File: src/rtl/vram_arbiter.sv
// Single-port VRAM arbiter between VGA fetch (priority) and the 6502 bus, with
// a starvation counter that guarantees the CPU a slot and a fixed 2-cycle response pipeline.
module vram_arbiter #(
  parameter int unsigned ADDR_W       = 15,
  parameter int unsigned DATA_W       = 8,
  parameter int unsigned STARVE_LIMIT = 4
) (
  input  logic              CLK,
  input  logic              RST,
  input  logic              vid_req,
  input  logic [ADDR_W-1:0] vid_addr,
  output logic [DATA_W-1:0] vid_data,
  output logic              vid_valid,
  output logic              vid_overrun,
  input  logic              cpu_req,
  input  logic              cpu_we,
  input  logic [ADDR_W-1:0] cpu_addr,
  input  logic [DATA_W-1:0] cpu_wdata,
  output logic [DATA_W-1:0] cpu_rdata,
  output logic              cpu_ack,
  output logic              ram_en,
  output logic              ram_we,
  output logic [ADDR_W-1:0] ram_addr,
  output logic [DATA_W-1:0] ram_wdata,
  input  logic [DATA_W-1:0] ram_rdata
);

  localparam int unsigned CNT_W = 4;

  localparam logic [1:0] TAG_NONE   = 2'd0;
  localparam logic [1:0] TAG_VID    = 2'd1;
  localparam logic [1:0] TAG_CPU_RD = 2'd2;
  localparam logic [1:0] TAG_CPU_WR = 2'd3;

  logic              vid_pend;
  logic [ADDR_W-1:0] vid_addr_q;
  logic              cpu_busy;
  logic [CNT_W-1:0]  starve_cnt;
  logic [1:0]        tag0;
  logic [1:0]        tag1;

  logic              vid_pend_c;
  logic [ADDR_W-1:0] vid_addr_c;
  logic              elig_c;
  logic              starve_win_c;
  logic              grant_vid_c;
  logic              grant_cpu_c;

  // Slot arbitration: a same-cycle vid_req counts as pending; the CPU only
  // overrides video once it has been denied STARVE_LIMIT cycles in a row.
  always_comb begin
    vid_pend_c   = vid_pend | vid_req;
    vid_addr_c   = vid_req ? vid_addr : vid_addr_q;
    elig_c       = cpu_req & ~cpu_busy & ~cpu_ack;
    starve_win_c = elig_c & (starve_cnt == CNT_W'(STARVE_LIMIT));
    grant_vid_c  = vid_pend_c & ~starve_win_c;
    grant_cpu_c  = elig_c & ~grant_vid_c;
  end

  always_ff @(posedge CLK) begin
    if (RST) begin
      vid_pend    <= 1'b0;
      vid_addr_q  <= '0;
      vid_overrun <= 1'b0;
      cpu_busy    <= 1'b0;
      starve_cnt  <= '0;
      tag0        <= TAG_NONE;
      tag1        <= TAG_NONE;
      ram_en      <= 1'b0;
      ram_we      <= 1'b0;
      ram_addr    <= '0;
      ram_wdata   <= '0;
      vid_valid   <= 1'b0;
      vid_data    <= '0;
      cpu_ack     <= 1'b0;
      cpu_rdata   <= '0;
    end else begin
      vid_pend   <= vid_pend_c & ~grant_vid_c;
      vid_addr_q <= vid_addr_c;
      if (vid_req && vid_pend) vid_overrun <= 1'b1;

      if (grant_cpu_c || !elig_c) starve_cnt <= '0;
      else if (starve_cnt != CNT_W'(STARVE_LIMIT)) starve_cnt <= starve_cnt + CNT_W'(1);

      // Busy spans grant to ack; the ack cycle itself is masked by cpu_ack.
      if (grant_cpu_c) cpu_busy <= 1'b1;
      else if (tag1[1]) cpu_busy <= 1'b0;

      ram_en <= grant_vid_c | grant_cpu_c;
      ram_we <= grant_cpu_c & cpu_we;
      if (grant_vid_c) begin
        ram_addr <= vid_addr_c;
        tag0     <= TAG_VID;
      end else if (grant_cpu_c) begin
        ram_addr  <= cpu_addr;
        ram_wdata <= cpu_wdata;
        tag0      <= cpu_we ? TAG_CPU_WR : TAG_CPU_RD;
      end else begin
        tag0 <= TAG_NONE;
      end
      tag1 <= tag0;

      // Response stage: ram_rdata belongs to the access issued two edges ago.
      vid_valid <= (tag1 == TAG_VID);
      cpu_ack   <= tag1[1];
      if (tag1 == TAG_VID) vid_data <= ram_rdata;
      if (tag1 == TAG_CPU_RD) cpu_rdata <= ram_rdata;
    end
  end

endmodule

File: config.mk
export PLATFORM = sky130hd
export DESIGN_NAME = vram_arbiter
export DESIGN_NICKNAME = d
export VERILOG_FILES = /design/src/rtl/vram_arbiter.sv
export SDC_FILE = /design/constraint.sdc
export NUM_CORES = 1
export LEC_CHECK = 0
export BUFFER_PORTS_ARGS = -buffer_cell sky130_fd_sc_hd__buf_4
export CAP_MARGIN = 5
export CORE_MARGIN = 2
export CORE_UTILIZATION = 52
export CTS_CLUSTER_DIAMETER = 120
export DETAILED_ROUTE_END_ITERATION = 10
export PLACE_DENSITY = 0.87
export SYNTH_ARGS = -nofsm -noshare
export SYNTH_HDL_FRONTEND = slang
export SYNTH_SLANG_ARGS = --single-unit
File: constraint.sdc
create_clock -name CLK -period 2.82 [get_ports CLK]
set_input_delay 0.423 -clock CLK [delete_from_list [all_inputs] [get_ports CLK]]
set_output_delay 0.423 -clock CLK [all_outputs]
set_load 0.005 [all_outputs]
# Word-level counts from Yosys, hierarchy flattened
# Index checks and enable logic that the tools add are counted.
dict set report totals {
  word_cells 51
  output_inout_bits 44
  ff_bits 69
}
dict set report op_classes {
  reduce_logical 8
  n_addsub 1
  bitwise_logic 14
  muxes 8
  n_eq_ne 4
}
# operator count
set ops {}
lappend ops {{15-bit 2-to-1 mux} 3}
lappend ops {{1-bit bitwise AND} 7}
lappend ops {{1-bit 2-to-1 mux} 5}
lappend ops {{1-bit inverter} 5}
lappend ops {{4-bit by 1-bit adder with 4-bit output (second input constant)} 1}
lappend ops {{4-bit by 3-bit == test with 1-bit output (second input constant)} 1}
lappend ops {{4-bit by 3-bit inequality test with 1-bit output (second input constant)} 1}
lappend ops {{2-bit nonzero test} 2}
lappend ops {{3-bit OR reduction} 1}
lappend ops {{2-bit by 1-bit == test with 1-bit output (second input constant)} 1}
lappend ops {{2-bit == test (second input constant)} 1}
lappend ops {{1-bit OR} 2}
lappend ops {{2-bit AND reduction} 1}
lappend ops {{2-bit OR reduction} 1}
lappend ops {{1-bit logical AND} 1}
lappend ops {{1-bit logical NOT} 1}
lappend ops {{1-bit logical OR} 1}

# Longest topological paths before layout
# Gate-level depths: netlist (run 1).
dict set report logic_depth {
  depth_word 10
  mapped_depth 7
  mapped_depth_nobuf 6
}

# Worst setup path after synthesis (run 1)
# No wires, ideal clock.
dict set report synth_path {
  path_type {flip-flop to flip-flop}
  from {register starve_cnt[0]}
  to {register ram_addr[10]}
  n_path_buf 1
  t_required_ns 2.703
  stages_incl_launch_ff 8
  setup_ns 0.117
  arrival_time_ns 1.531
  path_slack_ns 1.172
  path_cell_list {dfxtp_1 > inv_1 > ha_1 > and3b_1 > a21oi_2 > buf_2 > nand2_1 > a32o_1}
}
dict set report synth_between {
  elab_chain_cells 7
}
# item line_no
set synth_rtl {}
lappend synth_rtl {{start: declaration} 38} ;# logic [CNT_W-1:0] starve_cnt;
lappend synth_rtl {{start signal: assignment} 83} ;# else if (starve_cnt != CNT_W'(STARVE_LIMIT)) starve_cnt <= starve_cnt + CNT_W'(1);
lappend synth_rtl {{4-bit by 3-bit == test with 1-bit output *} 55} ;# starve_win_c = elig_c & (starve_cnt == CNT_W'(STARVE_LIMIT));
lappend synth_rtl {{1-bit bitwise AND *} 55}
lappend synth_rtl {{1-bit inverter *} 56} ;# grant_vid_c = vid_pend_c & ~starve_win_c;
lappend synth_rtl {{1-bit bitwise AND *} 56}
lappend synth_rtl {{1-bit inverter (no line)} -}
lappend synth_rtl {{1-bit bitwise AND} 57} ;# grant_cpu_c = elig_c & ~grant_vid_c;
lappend synth_rtl {{2-bit nonzero test (no line)} -}
lappend synth_rtl {{end signal: assignment} 92} ;# ram_addr <= vid_addr_c;
lappend synth_rtl {{end signal: assignment} 95} ;# ram_addr <= cpu_addr;
lappend synth_rtl {{end: declaration} 23} ;# output logic [ADDR_W-1:0] ram_addr,
# Mark *: on every way between the ends. The rest lies on a longest branch, timed or not.
# A chain may end at the register's enable or synchronous reset.

# Worst setup path in the final report (run 1)
dict set report layout_path {
  from {register starve_cnt[0]}
  to {register ram_addr[6]}
}
# Same word-level chain as after synthesis.

==> metrics.sh, run 1 <==
TIMING.CRITICAL_PATH.SLOWEST_STAGE_CELL='sky130_fd_sc_hd__dfxtp_1'
WORST_EP_ARRIVAL_TIME_NS=2.03
PATH_BUF_INV=2
PINT_mW=1.62
HOLDWS_NS=0.281
HOLD-PATH-CELL-COUNT=2
CLK_PIN_SLEW_NS=0.07
ROUTE.FINAL.WIRE_LENGTH_UM=5840
DETAIL_ROUTE.WL_PER_CELL_UM=14.4
CHIPWIDTH_UM=73.5
YOSYSUNIQUECELLTYPES=29
REG2REG_FROM='starve_cnt[0]$_SDFFE_PP0P_'
SYNTH.YOSYS.WARNINGS=0
SETUP_VIOLATIONS=0
TRITONCTS_CLOCK_TREE='yes'
PORT_BUFFERS=94
CTSLONGESTPATHBUFFERS=2
SYNTH_AREA_PER_CELL_UM2=9.96
GROUTE.USAGE.OVERALL=0.219
POST_DRT_VIA_CELL_RATIO=5.16
FINAL_ANTENNA_NET_COUNT=0
POWER_PER_STANDARD_CELL_AREA_nW_PER_UM2=612
ROUTABILITY_CONGESTION_ESTIMATE=0.715
FINAL.MIN_CLOCK_PERIOD_NS=1.81
NETLIST_AREA_UM2=2510
DIEAREA_UM2=5400
INITIAL_UTILIZATION=0.535
ROWS=25
VIA_COUNT=2089
POST_CTS_HOLD_BUFFER_COUNT=0
P_LEAK_nW=1.68
WORST_PIN_SLEW_NS=0.566
NETLIST_INSTANCES=252
CRITICAL_PATH.ENDPOINT_TYPE='flop'
DR.FIRST_ITER.DRC_COUNT=48
CTS.HTREE.LEVELS=3
GRT_ANTENNA_BEFORE_REPAIR=0
SETUP.WORST_PATH.CLASS='reg -> reg'
REG2REGPATHDEPTH=7
UTILIZATION=0.737
CRITICAL_PATH_PEAK_FANOUT=27
SYN2LAYOUT_AREA_GROWTH_PCT=37.8
IOPINCOUNT=95
REMAINING_MAX_SLEW_BUDGET_AT_THE_TIGHTEST_PIN=0.622
LAYOUT-DRIVE-GT1-SHARE=0.359
MAXIMUM_CELL_STAGE_DELAY_ALONG_THE_CRITICAL_PATH_NS=0.38
NETSWITCHINGFRACTION=0.234
LIBRARY_CELL_USED_AS_CLOCK_ROOT_BUFFER='sky130_fd_sc_hd__clkbuf_8'
GLOBALROUTEOVERFLOWTOTAL=0
POST-CTS-SETUP-BUFFERS=0
YS_SEQ_ELEMENTS=69
P_COMB_FRAC=0.116
POWER_SWITCHING_uW=495
DRT_PRE_ANTENNA_ITERS=4
SETUP-TNS-FINAL_NS=0
ANTENNA-DIODE-COUNT=0
DETAIL_ROUTE.DRC_VIOLATIONS=0
GRT_MAX_DEGREE=51
DETAILEDPLACEMENTHPWL_UM=4100
SYNTH-SEQ-AREA-SHARE=0.550
IR_DROP_V=0.000417
VIA_COUNT_OF_THE_FIRST_GLOBAL_ROUTING_PASS=2018
REG2REG_SETUP_SLACK_NS=1.01
HOLD-PATH-ENDPOINT='ram_addr[11]$_SDFFE_PP0P_'
FMAX_MHz=553
WIRE_LENGTH_OF_THE_FIRST_GLOBAL_ROUTING_PASS_UM=8950
WORST_HOLD_PATH_TYPE='in -> reg'
CLOCKPOWERSHARE=0.388
CPLARGESTDELAYFAMILY='compound AO/OA/AOI/OAI gates'
CTS_INSERTED_BUFFERS=9
TRITONCTS_NUM_SINKS=69
SLEW_VIOL_FINAL=0
CRIT_PATH_CELL_TRACE='inv_1 -> ha_1 -> and3b_1 -> a21oi_2 -> buf_4 -> nand2_1 -> a32o_1'
POST_CTS_RESIZE_COUNT=0
CLOCK_NETWORK_LATENCY_TO_THE_LATER_PIN_OF_THE_WORST_SKEW_PAIR_NS=0.34
SYN-NUM-NETS=305
FINALCRITPERIODSHARE=0.642
START_KIND='flop'
WORSTREG2REGEND='ram_addr[6]$_SDFFE_PP0P_'
LARGEST_CLOCK_SKEW_IN_THE_FINAL_DESIGN_NS=0.00835
OUTCOME='completed'
WORST_HOLD_STARTPOINT='cpu_addr[11]'
WORSTPATHREQUIRED_NS=3.04
HOLD_VIOL=0
FLOORPLAN.DIE.HEIGHT_UM=73.5
GRT_SETUP_UNREPAIRED='false'
NNETSFINAL=399
MAX_CAP_VIOL_COUNT=0
SEQ_POWER_SHARE=0.496
CORE_REGION_AREA_UM2=4690
CP.DEPTH=7
==> layer usage <==
| layer | vias to the layer above | share of wire | wire (µm) | GRT usage |
|---|---|---|---|---|
| met1 | 977 | 0.39 | 2300 | 0.252 |
| li1 | 1037 | - | - | - |
| met2 | 68 | 0.53 | 3080 | 0.374 |
| met5 | - | 0 | 0 | 0 |
| met4 | 0 | 0.013 | 73 | 0.0949 |
| met3 | 7 | 0.066 | 388 | 0.0686 |
==> cell usage after synthesis <==
cell,count,area (µm²)
sky130_fd_sc_hd__and2_1,1,6.26
sky130_fd_sc_hd__nor2b_1,4,25.0
sky130_fd_sc_hd__buf_1,2,7.51
sky130_fd_sc_hd__clkbuf_1,6,22.5
sky130_fd_sc_hd__a21oi_1,12,60.1
sky130_fd_sc_hd__nor3_1,3,15.0
sky130_fd_sc_hd__xnor2_1,1,8.76
sky130_fd_sc_hd__nand2_1,29,109
sky130_fd_sc_hd__nor2_1,40,150
sky130_fd_sc_hd__a21o_1,3,22.5
sky130_fd_sc_hd__mux2i_1,31,310
sky130_fd_sc_hd__or2_2,8,50.1
sky130_fd_sc_hd__a22o_1,3,26.3
sky130_fd_sc_hd__nand2b_1,3,18.8
sky130_fd_sc_hd__a21oi_2,1,8.76
sky130_fd_sc_hd__a32o_1,12,120
sky130_fd_sc_hd__nor2_2,1,6.26
sky130_fd_sc_hd__or2_1,2,12.5
sky130_fd_sc_hd__nand3_1,1,5.00
sky130_fd_sc_hd__ha_1,2,25.0
sky130_fd_sc_hd__buf_2,7,35.0
sky130_fd_sc_hd__or3b_1,1,8.76
sky130_fd_sc_hd__dfxtp_1,69,1380
sky130_fd_sc_hd__nor3b_4,1,18.8
sky130_fd_sc_hd__nor4_2,1,12.5
sky130_fd_sc_hd__or2_0,3,18.8
sky130_fd_sc_hd__inv_1,3,11.3
sky130_fd_sc_hd__o21ai_0,1,5.00
sky130_fd_sc_hd__and3b_1,1,8.76
==> flip-flops by register name, summed over array words and instances (netlist names), 2 cells and up <==
register / flops
ram_addr: 15
vid_addr_q: 15
cpu_rdata: 8
ram_wdata: 8
vid_data: 8
starve_cnt: 4
tag0: 2
tag1: 2
==> power groups by stage <==
stage               clock network [mW]  registers [mW]  logic [mW]
floorplan                            0            1.07       0.115
global placement                     0            1.07       0.238
detailed placement                   0            1.07       0.246
CTS                              0.833            1.05       0.248
global route                     0.873            1.05       0.267
finish                           0.821            1.05       0.245
==> worst register-to-register path, cell delays in order, from the launching register on <==
cell and delay (ns):
sky130_fd_sc_hd__dfxtp_1 0.38, sky130_fd_sc_hd__inv_1 0.06, sky130_fd_sc_hd__ha_1 0.22, sky130_fd_sc_hd__and3b_1 0.22, sky130_fd_sc_hd__a21oi_2 0.15, sky130_fd_sc_hd__buf_4 0.28, sky130_fd_sc_hd__nand2_1 0.11, sky130_fd_sc_hd__a32o_1 0.28
==> worst max-delay path by stage <==
stage	start	to	slack, ns
2_1_floorplan	starve_cnt[0]$_SDFFE_PP0P_	ram_addr[10]$_SDFFE_PP0P_	1.17
3_3_place_gp	vid_req	ram_addr[2]$_SDFFE_PP0P_	1.06
3_5_place_dp	vid_req	ram_addr[4]$_SDFFE_PP0P_	1.0
4_1_cts	starve_cnt[0]$_SDFFE_PP0P_	ram_addr[6]$_SDFFE_PP0P_	1.02
5_1_grt	starve_cnt[0]$_SDFFE_PP0P_	ram_addr[6]$_SDFFE_PP0P_	0.89
6_report	starve_cnt[0]$_SDFFE_PP0P_	ram_addr[6]$_SDFFE_PP0P_	1.01
==> cell type report <==
type / count / area (µm²)
clock buffer: 11 / 151
clock inverter: 5 / 58.8
fill: 355 / 1230
inverter: 3 / 11.3
multi-input combinational: 165 / 1050
sequential: 69 / 1380
tap: 54 / 67.6
timing repair buffer: 98 / 736
==> through the flow <==
stage	instance area (µm²)	worst slack (ns)	cells	power, mW
final	3460	1.01	405	2.12
after detailed placement	3250	0.999	389	1.32
after global routing	3460	0.886	405	2.19
after CTS	3460	1.02	405	2.13
after global placement	3250	1.06	389	1.31
after floorplan	2510	1.17	252	1.18
==> cell families after synthesis <==
kind of cell    count (synthesis)  synth area share
simple gates                   99             0.185
flops                          69             0.550
compound gates                 32            0.0967
mux                            31             0.124
buf+inv                        18            0.0304
fa+ha+maj                       2           0.00997
xor+xnor                        1           0.00349
==> placed cells by master, fill, tap and decap left out, types with 4 or more instances in the layout <==
master	instances
sky130_fd_sc_hd__buf_4	98
sky130_fd_sc_hd__dfxtp_1	69
sky130_fd_sc_hd__nor2_1	40
sky130_fd_sc_hd__mux2i_1	31
sky130_fd_sc_hd__nand2_1	29
sky130_fd_sc_hd__a21oi_1	12
sky130_fd_sc_hd__a32o_1	12
sky130_fd_sc_hd__clkbuf_8	11
sky130_fd_sc_hd__or2_2	8
sky130_fd_sc_hd__nor2b_1	4
Power figures use the tool's default switching activity.
==> run 2, diff against run 1 <==
--- a/config.mk
+++ b/config.mk
@@ -8,10 +8,10 @@
 export BUFFER_PORTS_ARGS = -buffer_cell sky130_fd_sc_hd__buf_4
 export CAP_MARGIN = 5
 export CORE_MARGIN = 2
-export CORE_UTILIZATION = 52
+export CORE_UTILIZATION = 48
 export CTS_CLUSTER_DIAMETER = 120
 export DETAILED_ROUTE_END_ITERATION = 10
-export PLACE_DENSITY = 0.87
+export PLACE_DENSITY = 0.81
 export SYNTH_ARGS = -nofsm -noshare
 export SYNTH_HDL_FRONTEND = slang
 export SYNTH_SLANG_ARGS = --single-unit
==> constraint.sdc (replaced) <==
create_clock -name CLK -period 1.9 [get_ports CLK]
set_input_delay 0.285 -clock CLK [delete_from_list [all_inputs] [get_ports CLK]]
set_output_delay 0.285 -clock CLK [all_outputs]
set_load 0.005 [all_outputs]
==> metrics.sh, run 2 (synthesis gave the netlist of run 1 again) <==
OUTCOME='completed'  # unchanged
NNETSFINAL=401  # was 399
FMAX_MHz=585  # was 553 MHz
VIA_COUNT_OF_THE_FIRST_GLOBAL_ROUTING_PASS=2035  # was 2018
SETUP.WORST_PATH.CLASS='reg -> reg'  # unchanged
TRITONCTS_CLOCK_TREE='yes'  # unchanged
WORSTPATHREQUIRED_NS=2.11  # was 3.04 ns
START_KIND='flop'  # unchanged
POST_CTS_RESIZE_COUNT=0  # unchanged
ROUTE.FINAL.WIRE_LENGTH_UM=5400  # was 5840 µm
MAX_CAP_VIOL_COUNT=0  # unchanged
DP_CELL_COUNT=407  # was 389
ROUTED-WL-MET3_UM=329  # was 388 µm
FINAL.MIN_CLOCK_PERIOD_NS=1.71  # was 1.81 ns
TRITONCTS_NUM_SINKS=69  # unchanged
FLOORPLAN.DIE.HEIGHT_UM=76.3  # was 73.5 µm
LAYOUT-DRIVE-GT1-SHARE=0.352  # was 0.359
WORST_PIN_SLEW_NS=0.540  # was 0.566 ns
SLEW_VIOL_FINAL=0  # unchanged
ROUTABILITY_CONGESTION_ESTIMATE=0.779  # was 0.715
FINALCRITPERIODSHARE=0.900  # was 0.642
GRT_SETUP_UNREPAIRED='false'  # unchanged
WORST_HOLD_PATH_TYPE='in -> reg'  # unchanged
GRT_MAX_DEGREE=33  # was 51
P_LEAK_nW=1.67  # was 1.68 nW
GLOBALROUTEOVERFLOWTOTAL=0  # unchanged
SYN2LAYOUT_AREA_GROWTH_PCT=37.6  # was 37.8%
PRE_CTS_SETUP_SLACK_NS=0.228  # was 0.999 ns
DETAIL_ROUTE.WL_PER_CELL_UM=12.8  # was 14.4 µm
DETAIL_ROUTE.DRC_VIOLATIONS=0  # unchanged
ROWS=26  # was 25
VIA_COUNT=2064  # was 2089
GROUTE.USAGE.OVERALL=0.196  # was 0.219
CTSLONGESTPATHBUFFERS=2  # unchanged
SETUP-TNS-FINAL_NS=0  # unchanged
TOP_LIBRARY_CELLS_BY_USAGE_IN_THE_LAYOUT_FILL_AND_TAPS_ASIDE='sky130_fd_sc_hd__buf_4 (99), sky130_fd_sc_hd__dfxtp_1 (69), sky130_fd_sc_hd__nor2_1 (40), sky130_fd_sc_hd__mux2i_1 (31), sky130_fd_sc_hd__nand2_1 (29)'  # was sky130_fd_sc_hd__buf_4 (98), sky130_fd_sc_hd__dfxtp_1 (69), sky130_fd_sc_hd__nor2_1 (40), sky130_fd_sc_hd__mux2i_1 (31), sky130_fd_sc_hd__nand2_1 (29)
P_COMB_FRAC=0.127  # was 0.116
DRT_PRE_ANTENNA_ITERS=4  # unchanged
PORT_BUFFERS=94  # unchanged
INITIAL_UTILIZATION=0.495  # was 0.535
COMBINED_AREA_OF_THE_MULTI_INPUT_LOGIC_CELLS_UM2=1050  # unchanged
CTS_INSERTED_BUFFERS=9  # unchanged
GRT_ANTENNA_BEFORE_REPAIR=0  # unchanged
SETUP_VIOLATIONS=0  # unchanged
LAYOUT.CELLS.MOST_COMMON='sky130_fd_sc_hd__buf_4'  # unchanged
FILLERINSTANCES=407  # was 355
DR.FIRST_ITER.DRC_COUNT=56  # was 48
HOLDWS_NS=0.155  # was 0.281 ns
WORST_EP_ARRIVAL_TIME_NS=1.92  # was 2.03 ns
CRITICAL_PATH.ENDPOINT_TYPE='flop'  # unchanged
CORE_REGION_AREA_UM2=5070  # was 4690 µm²
FINALNONFILLERCELLS=422  # was 405
CHIPWIDTH_UM=76.3  # was 73.5 µm
DETAILEDPLACEMENTHPWL_UM=3940  # was 4100 µm
DIEAREA_UM2=5820  # was 5400 µm²
POWER_SWITCHING_uW=675  # was 495 µW
SEQ_POWER_SHARE=0.535  # was 0.496
LARGEST_CLOCK_SKEW_IN_THE_FINAL_DESIGN_NS=0.00842  # was 0.00835 ns
CRITICAL_PATH_PEAK_FANOUT=28  # was 27
MET1_LENGTH_UM=2490  # was 2300 µm
REG.LARGEST.LIST='ram_addr x15, vid_addr_q x15'  # unchanged
IOPINCOUNT=95  # unchanged
CLOCK_NETWORK_LATENCY_TO_THE_LATER_PIN_OF_THE_WORST_SKEW_PAIR_NS=0.33  # was 0.34 ns
POST-CTS-SETUP-BUFFERS=0  # unchanged
TIMING.FINAL.WS_SETUP_NS=0.190  # was 1.01 ns
POWER_PER_STANDARD_CELL_AREA_nW_PER_UM2=842  # was 612 nW/µm²
POST_DRT_VIA_CELL_RATIO=4.89  # was 5.16
MAXUSEDROUTINGLAYER='met4'  # unchanged
CTS.HTREE.LEVELS=3  # unchanged
ROUTE.MET2.WL_UM=2520  # was 3080 µm
FINAL-SEQ-AREA_UM2=1380  # unchanged
FINAL_ANTENNA_NET_COUNT=0  # unchanged
CLOCKPOWERSHARE=0.339  # was 0.388
LIBRARY_CELL_USED_AS_CLOCK_ROOT_BUFFER='sky130_fd_sc_hd__clkbuf_8'  # unchanged
POST_CTS_HOLD_BUFFER_COUNT=0  # unchanged
NETSWITCHINGFRACTION=0.232  # was 0.234
REMAINING_MAX_SLEW_BUDGET_AT_THE_TIGHTEST_PIN=0.639  # was 0.622
IR_DROP_V=0.000693  # was 0.000417 V
WIRE_LENGTH_OF_THE_FIRST_GLOBAL_ROUTING_PASS_UM=9280  # was 8950 µm
HOLD_VIOL=0  # unchanged
UTILIZATION=0.681  # was 0.737
PINT_mW=2.23  # was 1.62 mW
CLK_PIN_SLEW_NS=0.06  # was 0.07 ns
ANTENNA-DIODE-COUNT=0  # unchanged
## run 2: cell count changes in the layout (fill, tap and decap cells not counted), sizes merged
| cell | change |
|---|---|
| buf | +2 |
| bufinv | -1 |
| clkbuf | +2 |
| clkinvlp | -2 |
## run 2: worst max-delay path, stage by stage (launching register included)
cell and delay, ns:
sky130_fd_sc_hd__dfxtp_1 0.33, sky130_fd_sc_hd__inv_1 0.07, sky130_fd_sc_hd__ha_1 0.18, sky130_fd_sc_hd__and3b_1 0.23
sky130_fd_sc_hd__a21oi_2 0.09, sky130_fd_sc_hd__buf_12 0.17, sky130_fd_sc_hd__or2_2 0.28, sky130_fd_sc_hd__a32o_1 0.26
## run 2: area by class of cell
cell class	count	area share
clock inverters	2	0.00290
flip-flops and latches	69	0.400
repair buffers	100	0.221
inverters	3	0.00326
multi-input cells	165	0.305
well taps	70	0.0254
clock buffers	13	0.0431
## run 2: final timing paths
check / end / from / cells past startpoint / slack [ns]
min: ram_addr[12]$_SDFFE_PP0P_ / cpu_addr[12] / 2 / 0.15
min reg2reg: tag1[0]$_SDFF_PP0_ / tag0[0]$_SDFF_PP0_ / 1 / 0.44
max: ram_addr[5]$_SDFFE_PP0P_ / starve_cnt[0]$_SDFFE_PP0P_ / 7 / 0.19
max reg2reg: ram_addr[5]$_SDFFE_PP0P_ / starve_cnt[0]$_SDFFE_PP0P_ / 7 / 0.19
## run 2: power groups by stage
stage               clock network (mW)  registers (mW)  logic (mW)
finish                           0.985            1.56       0.368
global route                      1.09            1.56       0.406
CTS                               1.01            1.56       0.373
detailed placement                   0            1.59       0.371
global placement                     0            1.59       0.362
floorplan                            0            1.59       0.171
## run 2: through the flow
step	total power, mW	instance area [µm²]
final	2.91	3450
after global routing	3.06	3450
after CTS	2.94	3450
after detailed placement	1.96	3300
after global placement	1.95	3300
after floorplan	1.76	2510
## run 2: routing by layer
| layer | up-vias | track usage |
|---|---|---|
| met5 | - | 0 |
| met3 | 7 | 0.0711 |
| li1 | 1043 | - |
| met2 | 62 | 0.322 |
| met4 | 0 | 0.0436 |
| met1 | 952 | 0.248 |
==> run 3, diff against run 2 <==
--- a/config.mk
+++ b/config.mk
@@ -8,10 +8,11 @@
 export BUFFER_PORTS_ARGS = -buffer_cell sky130_fd_sc_hd__buf_4
 export CAP_MARGIN = 5
 export CORE_MARGIN = 2
-export CORE_UTILIZATION = 48
+export CORE_UTILIZATION = 23
 export CTS_CLUSTER_DIAMETER = 120
 export DETAILED_ROUTE_END_ITERATION = 10
-export PLACE_DENSITY = 0.81
+export HOLD_SLACK_MARGIN = 0.03
+export PLACE_DENSITY = 0.47
 export SYNTH_ARGS = -nofsm -noshare
 export SYNTH_HDL_FRONTEND = slang
 export SYNTH_SLANG_ARGS = --single-unit
==> metrics.sh, run 3 (synthesis gave the netlist of run 1 again) <==
OUTCOME='completed'  # unchanged
REG2REG_SETUP_SLACK_NS=0.23  # was 0.19 ns
CHIPWIDTH_UM=108  # was 76.3 µm
START_KIND='flop'  # unchanged
DR.FIRST_ITER.DRC_COUNT=57  # was 56
DETAILEDPLACEMENTHPWL_UM=4470  # was 3940 µm
TOP_LIBRARY_CELLS_BY_USAGE_IN_THE_LAYOUT_FILL_AND_TAPS_ASIDE='sky130_fd_sc_hd__buf_4 (99), sky130_fd_sc_hd__dfxtp_1 (69), sky130_fd_sc_hd__nor2_1 (40), sky130_fd_sc_hd__mux2i_1 (31), sky130_fd_sc_hd__nand2_1 (29)'  # unchanged
SETUP.WORST_PATH.CLASS='reg -> reg'  # unchanged
FMAX_MHz=597  # was 585 MHz
GRT_MAX_DEGREE=34  # was 33
REG2REG_FROM='starve_cnt[0]$_SDFFE_PP0P_'  # unchanged
FINAL.MIN_CLOCK_PERIOD_NS=1.67  # was 1.71 ns
HOLDWS_NS=0.152  # was 0.155 ns
CTS.HTREE.LEVELS=3  # unchanged
FINAL_ANTENNA_NET_COUNT=0  # unchanged
GRT_ANTENNA_BEFORE_REPAIR=0  # unchanged
TRITONCTS_CLOCK_TREE='yes'  # unchanged
PRE_CTS_SETUP_SLACK_NS=0.213  # was 0.228 ns
POST_CTS_HOLD_BUFFER_COUNT=0  # unchanged
POST_CTS_RESIZE_COUNT=0  # unchanged
WORSTSETUPSTARTPOINT='starve_cnt[0]$_SDFFE_PP0P_'  # unchanged
REG.LARGEST.LIST='ram_addr x15, vid_addr_q x15'  # unchanged
PORT_BUFFERS=94  # unchanged
FLOORPLAN.DIE.HEIGHT_UM=108  # was 76.3 µm
REMAINING_MAX_SLEW_BUDGET_AT_THE_TIGHTEST_PIN=0.623  # was 0.639
VIA_COUNT_OF_THE_FIRST_GLOBAL_ROUTING_PASS=1856  # was 2035
TIMING.FINAL.WS_SETUP_NS=0.226  # was 0.190 ns
ANTENNA-DIODE-COUNT=0  # unchanged
VIA_COUNT=2032  # was 2064
SETUP-TNS-FINAL_NS=0  # unchanged
WORST_EP_ARRIVAL_TIME_NS=1.90  # was 1.92 ns
DIEAREA_UM2=11800  # was 5820 µm²
DETAIL_ROUTE.WL_PER_CELL_UM=12.6  # was 12.8 µm
IOPINCOUNT=95  # unchanged
P_LEAK_nW=1.68  # was 1.67 nW
GROUTE.USAGE.OVERALL=0.107  # was 0.196
GLOBALROUTEOVERFLOWTOTAL=0  # unchanged
CRITICAL_PATH_PEAK_FANOUT=27  # was 28
REG2REGPATHDEPTH=7  # unchanged
WIRE_LENGTH_OF_THE_FIRST_GLOBAL_ROUTING_PASS_UM=9580  # was 9280 µm
CPLARGESTDELAYFAMILY='compound AO/OA/AOI/OAI gates'  # was simple AND/OR/NAND/NOR gates
POST_DRT_VIA_CELL_RATIO=4.14  # was 4.89
HOLD-PATH-CELL-COUNT=2  # unchanged
NNETSFINAL=401  # unchanged
CRITICAL_PATH.ENDPOINT_TYPE='flop'  # unchanged
INITIAL_UTILIZATION=0.234  # was 0.495
WORSTPATHREQUIRED_NS=2.12  # was 2.11 ns
FINALCRITPERIODSHARE=0.881  # was 0.900
SETUP_VIOLATIONS=0  # unchanged
CLK_PIN_SLEW_NS=0.07  # was 0.06 ns
IR_DROP_V=0.000316  # was 0.000693 V
CTSLONGESTPATHBUFFERS=2  # unchanged
TIMING.CRITICAL_PATH.SLOWEST_STAGE_CELL='sky130_fd_sc_hd__dfxtp_1'  # unchanged
HOLD-PATH-ENDPOINT='ram_addr[13]$_SDFFE_PP0P_'  # was ram_addr[12]$_SDFFE_PP0P_
WORST_HOLD_STARTPOINT='cpu_addr[13]'  # was cpu_addr[12]
MAXIMUM_CELL_STAGE_DELAY_ALONG_THE_CRITICAL_PATH_NS=0.37  # was 0.33 ns
CTS_INSERTED_BUFFERS=9  # unchanged
SLEW_VIOL_FINAL=0  # unchanged
SYN2LAYOUT_AREA_GROWTH_PCT=41.4  # was 37.6%
LARGEST_CLOCK_SKEW_IN_THE_FINAL_DESIGN_NS=0.0116  # was 0.00842 ns
WORST_HOLD_PATH_TYPE='in -> reg'  # unchanged
MAX_CAP_VIOL_COUNT=0  # unchanged
PLACEDINSTANCEAREA_UM2=3380  # was 3300 µm²
GRT_SETUP_UNREPAIRED='false'  # unchanged
ROWS=38  # was 26
LAYOUT-DRIVE-GT1-SHARE=0.356  # was 0.352
CORE_REGION_AREA_UM2=10700  # was 5070 µm²
ROUTABILITY_CONGESTION_ESTIMATE=0.716  # was 0.779
POWER_PER_STANDARD_CELL_AREA_nW_PER_UM2=834  # was 842 nW/µm²
WORST_PIN_SLEW_NS=0.565  # was 0.540 ns
LAYOUT.CELLS.MOST_COMMON='sky130_fd_sc_hd__buf_4'  # unchanged
LIBRARY_CELL_USED_AS_CLOCK_ROOT_BUFFER='sky130_fd_sc_hd__clkbuf_8'  # unchanged
HOLD_VIOL=0  # unchanged
CRIT_PATH_CELL_TRACE='inv_1 -> ha_1 -> and3b_1 -> a21oi_2 -> buf_12 -> nand2_1 -> a32o_1'  # was inv_1 -> ha_1 -> and3b_1 -> a21oi_2 -> buf_12 -> or2_2 -> a32o_1
WORSTREG2REGEND='ram_addr[0]$_SDFFE_PP0P_'  # was ram_addr[5]$_SDFFE_PP0P_
ROUTE.FINAL.WIRE_LENGTH_UM=6200  # was 5400 µm
DETAIL_ROUTE.DRC_VIOLATIONS=0  # unchanged
DRT_PRE_ANTENNA_ITERS=4  # unchanged
UTILIZATION=0.330  # was 0.681
TRITONCTS_NUM_SINKS=69  # unchanged
POST-CTS-SETUP-BUFFERS=0  # unchanged
FIN_AREA_UM2=3550  # was 3450 µm²
CLOCK_NETWORK_LATENCY_TO_THE_LATER_PIN_OF_THE_WORST_SKEW_PAIR_NS=0.33  # about the same
PATH_BUF_INV=2  # unchanged
## run 3: layout make-up
type,instances,area [µm²]
clock inverters,2,10.0
flip-flops and latches,69,1380
multi-input cells,165,1050
well taps,140,175
inverters,3,11.3
repair buffers,100,763
fillers,1139,7200
clock buffers,12,155
## run 3: power breakdown
| part | internal [mW] | total (mW) | switching, mW |
|---|---|---|---|
| logic | 0.213 | 0.372 | 0.158 |
| registers | 1.52 | 1.56 | 0.0345 |
| clock network | 0.527 | 1.03 | 0.505 |
| total | 2.26 | 2.96 | 0.698 |
## run 3: metrics by stage
step           cells  power [mW]
6_report         491        2.96
5_1_grt          491        3.14
4_1_cts          491        3.02
3_5_place_dp     477        1.97
3_3_place_gp     477        1.96
2_1_floorplan    252        1.76
## run 3: worst max-delay path by stage
stage | end | slack (ns) | cells past startpoint
after global placement | ram_addr[8]$_SDFFE_PP0P_ | 0.26 | 7
after global routing | ram_addr[3]$_SDFFE_PP0P_ | 0.1 | 7
after detailed placement | ram_addr[6]$_SDFFE_PP0P_ | 0.21 | 7
after floorplan | ram_addr[10]$_SDFFE_PP0P_ | 0.25 | 7
after CTS | ram_addr[14]$_SDFFE_PP0P_ | 0.21 | 7
final | ram_addr[0]$_SDFFE_PP0P_ | 0.23 | 7
## run 3: layer usage
metal	vias up	share of wire	global-route usage	wire length (µm)
met5	-	0	0	0
met1	908	0.46	0.142	2820
met4	0	0.015	0.0440	92
met3	10	0.094	0.0398	580
met2	78	0.44	0.157	2700
li1	1036	-	-	-
